<file path="src/rtl/mult_hilo_unit.sv">
// rtl/mult_hilo_unit.sv - HI/LO sequencing around a pipelined 32x32 unsigned multiplier
// Optional accumulate (MADD/MADDU) path: define MULT_HILO_ACCUM_EN.
module mult_hilo_unit #(
    parameter int unsigned MUL_LATENCY = 2
) (
    input  logic        clk,
    input  logic        rst_n,
    input  logic        start,
    input  logic        signed_op,
    input  logic        accum,
    input  logic [31:0] op_a,
    input  logic [31:0] op_b,
    input  logic        mthi_we,
    input  logic        mtlo_we,
    input  logic [31:0] wdata,
    output logic [31:0] mul_a,
    output logic [31:0] mul_b,
    input  logic [63:0] mul_r,
    output logic        busy,
    output logic        done,
    output logic [31:0] hi,
    output logic [31:0] lo
);

    localparam logic [3:0] LAT = 4'(MUL_LATENCY);

    typedef enum logic {
        S_IDLE = 1'b0,
        S_WAIT = 1'b1
    } state_t;

    state_t      state_q;
    logic [3:0]  cnt_q;
    logic        neg_q;
    logic        acc_q;
    logic [31:0] mul_a_q;
    logic [31:0] mul_b_q;
    logic [31:0] hi_q;
    logic [31:0] lo_q;
    logic        done_q;

    logic [31:0] mag_a_d;
    logic [31:0] mag_b_d;
    logic        neg_d;
    logic        acc_d;
    logic [63:0] prod_d;
    logic [63:0] hilo_d;
    logic        mt_ok;

    // The multiplier only sees magnitudes; the sign is reapplied at commit.
    always_comb begin
        mag_a_d = (signed_op && op_a[31]) ? (~op_a + 32'd1) : op_a;
        mag_b_d = (signed_op && op_b[31]) ? (~op_b + 32'd1) : op_b;
        neg_d   = signed_op & (op_a[31] ^ op_b[31]);
        prod_d  = neg_q ? (~mul_r + 64'd1) : mul_r;
    end

`ifdef MULT_HILO_ACCUM_EN
    always_comb begin
        acc_d  = accum;
        hilo_d = acc_q ? ({hi_q, lo_q} + prod_d) : prod_d;
    end
`else
    logic unused_accum;
    assign unused_accum = accum;

    always_comb begin
        acc_d  = 1'b0;
        hilo_d = prod_d;
    end
`endif

    // MTHI/MTLO are only honoured when the unit is idle and not issuing.
    assign mt_ok = (state_q == S_IDLE) && !start;

    always_ff @(posedge clk or negedge rst_n) begin
        if (!rst_n) begin
            state_q <= S_IDLE;
            cnt_q   <= 4'd0;
            neg_q   <= 1'b0;
            acc_q   <= 1'b0;
            mul_a_q <= 32'd0;
            mul_b_q <= 32'd0;
            hi_q    <= 32'd0;
            lo_q    <= 32'd0;
            done_q  <= 1'b0;
        end else begin
            done_q <= 1'b0;
            case (state_q)
                S_IDLE: begin
                    if (start) begin
                        mul_a_q <= mag_a_d;
                        mul_b_q <= mag_b_d;
                        neg_q   <= neg_d;
                        acc_q   <= acc_d;
                        cnt_q   <= LAT;
                        state_q <= S_WAIT;
                    end else begin
                        if (mthi_we && mt_ok) begin
                            hi_q <= wdata;
                        end
                        if (mtlo_we && mt_ok) begin
                            lo_q <= wdata;
                        end
                    end
                end
                S_WAIT: begin
                    if (cnt_q != 4'd0) begin
                        cnt_q <= cnt_q - 4'd1;
                    end else begin
                        hi_q    <= hilo_d[63:32];
                        lo_q    <= hilo_d[31:0];
                        done_q  <= 1'b1;
                        state_q <= S_IDLE;
                    end
                end
                default: begin
                    state_q <= S_IDLE;
                end
            endcase
        end
    end

    assign busy  = (state_q == S_WAIT);
    assign done  = done_q;
    assign mul_a = mul_a_q;
    assign mul_b = mul_b_q;
    assign hi    = hi_q;
    assign lo    = lo_q;

endmodule

</file>
<file path="config.mk">
export PLATFORM = sky130hd
export DESIGN_NAME = mult_hilo_unit
export DESIGN_NICKNAME = d
export VERILOG_FILES = /design/src/rtl/mult_hilo_unit.sv
export SDC_FILE = /design/constraint.sdc
export NUM_CORES = 1
export LEC_CHECK = 0
export ABC_AREA = 1
export BUFFER_PORTS_ARGS = -buffer_cell sky130_fd_sc_hd__buf_2
export CORE_ASPECT_RATIO = 1.2
export CORE_UTILIZATION = 57
export CTS_CLUSTER_SIZE = 25
export DETAILED_ROUTE_END_ITERATION = 16
export GPL_TIMING_DRIVEN = 0
export PLACE_DENSITY = 0.91
export REMOVE_ABC_BUFFERS = 1
export SKIP_LAST_GASP = 1
export SYNTH_ARGS = -nofsm -noshare
export SYNTH_HDL_FRONTEND = slang
export SYNTH_SLANG_ARGS = --single-unit
</file>
<file path="constraint.sdc">
create_clock -name clk -period 4.7 [get_ports clk]
set_input_delay 0.47 -clock clk [delete_from_list [all_inputs] [get_ports clk]]
set_output_delay 0.47 -clock clk [all_outputs]
set_load 0.05 [all_outputs]
</file>
==> key figures, run 1 <==
Hold path
  • HP Start: wdata[1]
  • Hold path cells: 3
  • Hold WC Path Type: input pin to flip-flop

Logic synthesis
  • Mapped Area: 9640 um2
  • Synth Register Bits: 135
  • Adder-Cell Fraction of Synth Area: 0.00519
  • Synth Area in Compound Gates: 0.127
  • Largest family of logic cells by synthesized area: simple AND/OR/NAND/NOR gates
  • Post-synthesis async set-or-reset flop share: 1.00
  • Mux cell area share after synthesis: 0
  • Synth Instances: 1489
  • Yosys warnings: 0
  • Xor and xnor fraction of the mapped netlist area: 0.0336
  • Unique masters post-synth: 42
  • Synth Area in Simple Gates: 0.409
  • Post-synthesis sequential area ratio: 0.350
  • Ys flop type: dfrtp_1
  • Number of flops mapped to enable cells by yosys: 0
  • Synthesized area per cell: 6.48 um2

Clock network
  • CTS Sinks: 135
  • CTS root buffer: clkbuf_16
  • TritonCTS clock tree: done
  • CTS buffer count: 17
  • Max clock buf depth: 2
  • Post-CTS setup buffer count: 0
  • Clk_lat worst skew: 0.43 ns
  • H-tree depth: 4
  • Clock transition at path regs: 0.06 ns

Route
  • Initial DRC count: 715
  • Via Count: 11300
  • Via-per-instance ratio: 5.68
  • Total Wirelength: 34900 um
  • DR pass1 iterations: 6
  • Routed Antenna Nets: 0
  • DRC: 0
  • Routed len/inst: 17.6 um

STA
  • Fin. Hold Viols: 0
  • Max_slew headroom: 0.216
  • Final Setup Violations: 0
  • Worst Skew: 0.0113 ns
  • Unrepaired setup endpoints after global routing: no
  • Fin Setup TNS: 0 ns
  • Final Cycle Share: 0.866
  • Slew @ Worst Pin: 1.17 ns
  • Minimum clock period: 4.07 ns
  • Highest clock rate: 246 MHz
  • Pins Over Slew Limit: 0

Power and ir drop
  • Max IR drop VDD: 0.477 mV
  • Static leakage: 5.98 nW
  • Power per cell area: 741 nW/um2
  • Pwr Total: 8.87 mW

GRT
  • Gr ovfl total: 0
  • Total GRT Usage: 0.395
  • Initial antenna violation count: 5
  • Vias in the first global route: 10500
  • First-pass GRT wire length: 52600 um
  • Largest net degree at the start of global routing: 101

Worst setup path
  • Critical Path Sink: mul_b[19]
  • Critical Path Start Type: flip-flop
  • CP endpoint kind: flip-flop
  • Reg2Reg Setup Slack: 0.63 ns
  • RR Endpoint: mul_b[19]
  • Crit path kind: flip-flop to flip-flop
  • R2r worst-path depth: 5
  • CP required: 5.00 ns
  • Max FO, Critical Path: 100
  • Critical path data arrival time: 4.37 ns
  • R2R Path Start: busy
  • CP Launch Point: busy

Placement
  • PortBufs: 295
  • Hpwl dp: 26800 um
  • Dpl cells: 1946
  • Routability-driven placement congestion ratio: 0.986

Job
  • Max-cap viol count: 0

Cells and area
  • Layout cells sized above 1: 0.223
  • Filler cells: 1370
  • NumNets Final: 1925
  • Layout area overhead: 24.2%
  • Final cell count without fillers: 1984

Die
  • Die height: 144 um
  • Core area: 16400 um2
  • Rows: 51
  • Die ar.: 17400 um2
  • Starting Density: 0.588
  • Chip width: 121 um
  • I/O Pins: 297

Status
  • Status: finished clean
logic make-up after synthesis:
logic type	after synthesis
flops	135
simple gates	913
buf+inv	180
compound gates	220
xor+xnor	37
fa+ha+maj	4
sequential cells by signal (all words and copies together) (netlist names):
| register | flops |
|---|---|
| done | 1 |
| mul_a | 32 |
| neg_q | 1 |
| mul_b | 32 |
| hi | 32 |
| busy | 1 |
| lo | 32 |
| cnt_q | 4 |
stage by stage:
step	hold slack (ns)	instance area (um2)	utilization	setup slack, ns
after floorplan	0.174	9390	-	-0.171
after global placement	0.459	11100	0.679	-2.09
after detailed placement	0.446	11300	0.687	0.770
after CTS	0.316	12000	0.729	0.772
after global routing	0.327	12000	0.729	0.363
final	0.323	12000	0.730	0.631
routing by layer:
metal  track usage  vias up  part of all wire
met5             0        -                 0
met4         0.196        0             0.044
met3        0.0773      112             0.077
met2         0.719      601              0.51
met1         0.438     5199              0.37
li1              -     5359                 -
cells in the final DEF, fill, tap and decap left out, drive strengths merged:
cell type,n
a21oi,125
a31oi,4
and2,1
buf,300
bufinv,6
clkbuf,21
clkinv,3
clkinvlp,2
dfrtp,135
diode,5
dlygate4sd3,1
ha,4
inv,125
nand2,385
nand3,174
nand3b,14
nand4,23
nor2,292
nor3,6
nor4,1
o211ai,6
o21ai,75
o21bai,4
o22ai,2
o31ai,4
or2,17
xnor2,6
xor2,31
worst min-delay path by stage:
stage	endpoint	slack, ns
floorplan	busy	0.17
global placement	mul_a[26]	0.46
detailed placement	hi[29]	0.45
CTS	mul_a[29]	0.32
global route	lo[1]	0.33
finish	lo[1]	0.32
worst max-delay path: stages, from the launching register on:
cell      delay [ns]
dfrtp_2         0.71
inv_2           0.52
nand2_4         0.86
clkinv_1        1.21
nand3_1         0.48
nand2_1         0.09
report_power, final:
group	leakage, nW	total, mW	switching [mW]	internal (mW)
combinational	4.08	5.15	3.88	1.28
clock	0.324	1.58	0.557	1.03
sequential	1.58	2.13	0.393	1.74
repair_timing:
action / CTS / global route
resized for setup: 0 / 0
endpoints found under the hold margin: 3 / 0
hold buffers: 1 / 0
cell usage after synthesis (13+ instances only):
master    number  share of area
dfrtp_1      135           0.35
a21oi_1      123          0.064
nor2_1       274           0.11
nand3_1      169          0.088
nor2_2        13         0.0084
inv_1        118          0.046
o21ai_0       59          0.031
clkbuf_1      22         0.0086
buf_2         23          0.012
nand3b_1      14          0.011
nand4_1       22          0.014
nand2_1      374           0.15
xor2_1        31          0.028
layout make-up:
cell class | count | area [um2] | share of cell area
clock buffers | 21 | 460 | 0.0385
clock inverters | 11 | 218 | 0.0182
multi-input cells | 1174 | 5560 | 0.465
inverters | 125 | 469 | 0.0392
flip-flops and latches | 135 | 3380 | 0.282
well taps | 212 | 265 | 0.0222
repair buffers | 301 | 1600 | 0.134
diodes | 5 | 12.5 | 0.00105
(Power assumes the default switching activity.)
==> run 2, diff against run 1 <==
--- a/config.mk
+++ b/config.mk
@@ -6,7 +6,7 @@
 export NUM_CORES = 1
 export LEC_CHECK = 0
 export ABC_AREA = 1
-export BUFFER_PORTS_ARGS = -buffer_cell sky130_fd_sc_hd__buf_2
+export BUFFER_PORTS_ARGS = -buffer_cell sky130_fd_sc_hd__clkbuf_2
 export CORE_ASPECT_RATIO = 1.2
 export CORE_UTILIZATION = 57
 export CTS_CLUSTER_SIZE = 25
==> key figures, run 2 (same netlist as run 1, synthesis figures left out) <==
Status
  • Status: finished, violations left
  • Failing checks: negative hold slack

Power and ir drop
  • Max IR drop VDD: 0.490 mV
  • Static leakage: 5.98 nW
  • Power per cell area: 727 nW/um2

STA
  • Max_slew headroom: 0.243
  • Unrepaired setup endpoints after global routing: no
  • Fin Setup TNS: 0 ns
  • Final hold slack: -0.0235 ns
  • Minimum clock period: 4.21 ns
  • Setup ws final: 0.488 ns
  • Final Setup Violations: 0
  • Highest clock rate: 237 MHz
  • Final Cycle Share: 0.896
  • Fin. Hold Viols: 7
  • Worst Skew: 0.00630 ns
  • Slew @ Worst Pin: 1.13 ns
  • Pins Over Slew Limit: 0

Route
  • DRC: 0
  • Via Count: 11100
  • Routed len/inst: 17.3 um
  • Initial DRC count: 756
  • Via-per-instance ratio: 5.61
  • Total Wirelength: 34200 um
  • DR pass1 iterations: 6
  • Routed Antenna Nets: 0

GRT
  • Total GRT Usage: 0.391
  • Gr ovfl total: 0
  • Vias in the first global route: 10400
  • Initial antenna violation count: 0
  • First-pass GRT wire length: 52200 um
  • Largest net degree at the start of global routing: 101

Cells and area
  • NumNets Final: 1924
  • Layout cells sized above 1: 0.221
  • Most common cell after layout, fill and taps aside: nand2_1
  • Diodes inserted: 0
  • Filler cells: 1415
  • Final non-filler cell area: 11900 um2
  • Commonest non-fill, non-tap cells in the layout: nand2_1 (374), clkbuf_2 (294), nor2_1 (274), nand3_1 (169), dfrtp_1 (133)
  • Layout area overhead: 22.9%

Worst setup path
  • Critical path data arrival time: 4.49 ns
  • Max FO, Critical Path: 100
  • Crit-path leading delay family: buffers and inverters
  • Slowest-stage cell, CP: clkinv_1
  • CP required: 4.97 ns
  • CP bufs+invs: 3
  • Slowest cell delay on critical path: 1.18 ns
  • Crit path kind: flip-flop to flip-flop
  • Crit path cell chain: buf_12, inv_2, nand2_4, clkinv_1, nand3_1, o21ai_0
  • CP endpoint kind: flip-flop
  • Critical Path Start Type: flip-flop

Clock network
  • Post-CTS resize count: 0
  • Clk_lat worst skew: 0.43 ns
  • Clock transition at path regs: 0.06 ns
  • TritonCTS clock tree: done
  • CTS buffer count: 17
  • CTS Sinks: 135
  • Post-CTS setup buffer count: 0
  • Hold_buf cts: 0
  • CTS root buffer: clkbuf_16
  • Max clock buf depth: 2
  • H-tree depth: 4

Die
  • Die height: 144 um
  • Die ar.: 17400 um2
  • Core area: 16400 um2
  • I/O Pins: 297
  • Chip width: 121 um
  • Rows: 51
  • Starting Density: 0.588

Placement
  • PortBufs: 295
  • Hpwl dp: 26200 um
  • Routability-driven placement congestion ratio: 1.02
  • Placed cell area: 11300 um2
  • Setup WS pre-CTS: 0.578 ns

Hold path
  • Hold WC Path Type: input pin to async pin

Job
  • Max-cap viol count: 0
run 2: power by group:
| group | leakage [nW] | internal, mW | total [mW] | switching (mW) |
|---|---|---|---|---|
| registers | 1.58 | 1.74 | 2.15 | 0.406 |
| clock network | 0.268 | 0.809 | 1.34 | 0.527 |
| logic | 4.14 | 1.26 | 5.13 | 3.87 |
| total | 5.98 | 3.81 | 8.61 | 4.80 |
run 2: worst paths after layout:
kind / end / slack, ns / from / depth (start not counted)
max: neg_q / 0.49 / busy / 6
min in group clk: lo[0] / 0.30 / wdata[0] / 3
max reg2reg: neg_q / 0.49 / busy / 6
min reg2reg: mul_b[10] / 0.48 / mul_b[10] / 2
min: hi[31] / -0.02 / rst_n / 1
max in group asynchronous: busy / 3.92 / rst_n / 2
run 2: cell type report:
type | instances | area, um2 | share of cell area
Multi-Input combinational cell | 1174 | 5560 | 0.469
Clock inverter | 7 | 96.3 | 0.00813
Inverter | 125 | 469 | 0.0396
Clock buffer | 25 | 475 | 0.0401
Tap cell | 212 | 265 | 0.0224
Sequential cell | 135 | 3380 | 0.285
Timing Repair Buffer | 300 | 1600 | 0.135
run 2: layer usage:
layer	vias to the layer above	routed length, um	part of all wire	GRT usage
li1	5361	-	-	-
met5	-	0	0	0
met1	5109	12900	0.38	0.437
met4	0	1770	0.052	0.215
met2	533	16900	0.50	0.693
met3	101	2640	0.077	0.0848
run 2: stage by stage:
stage	std cells	power (mW)	utilization	hold slack, ns
3_5_place_dp	1946	7.24	0.688	0.455
6_report	1978	8.61	0.723	-0.0235
5_1_grt	1978	9.09	0.723	0.0152
3_3_place_gp	1941	7.06	0.679	0.463
4_1_cts	1978	8.58	0.723	0.00281
2_1_floorplan	1434	5.79	-	0.174
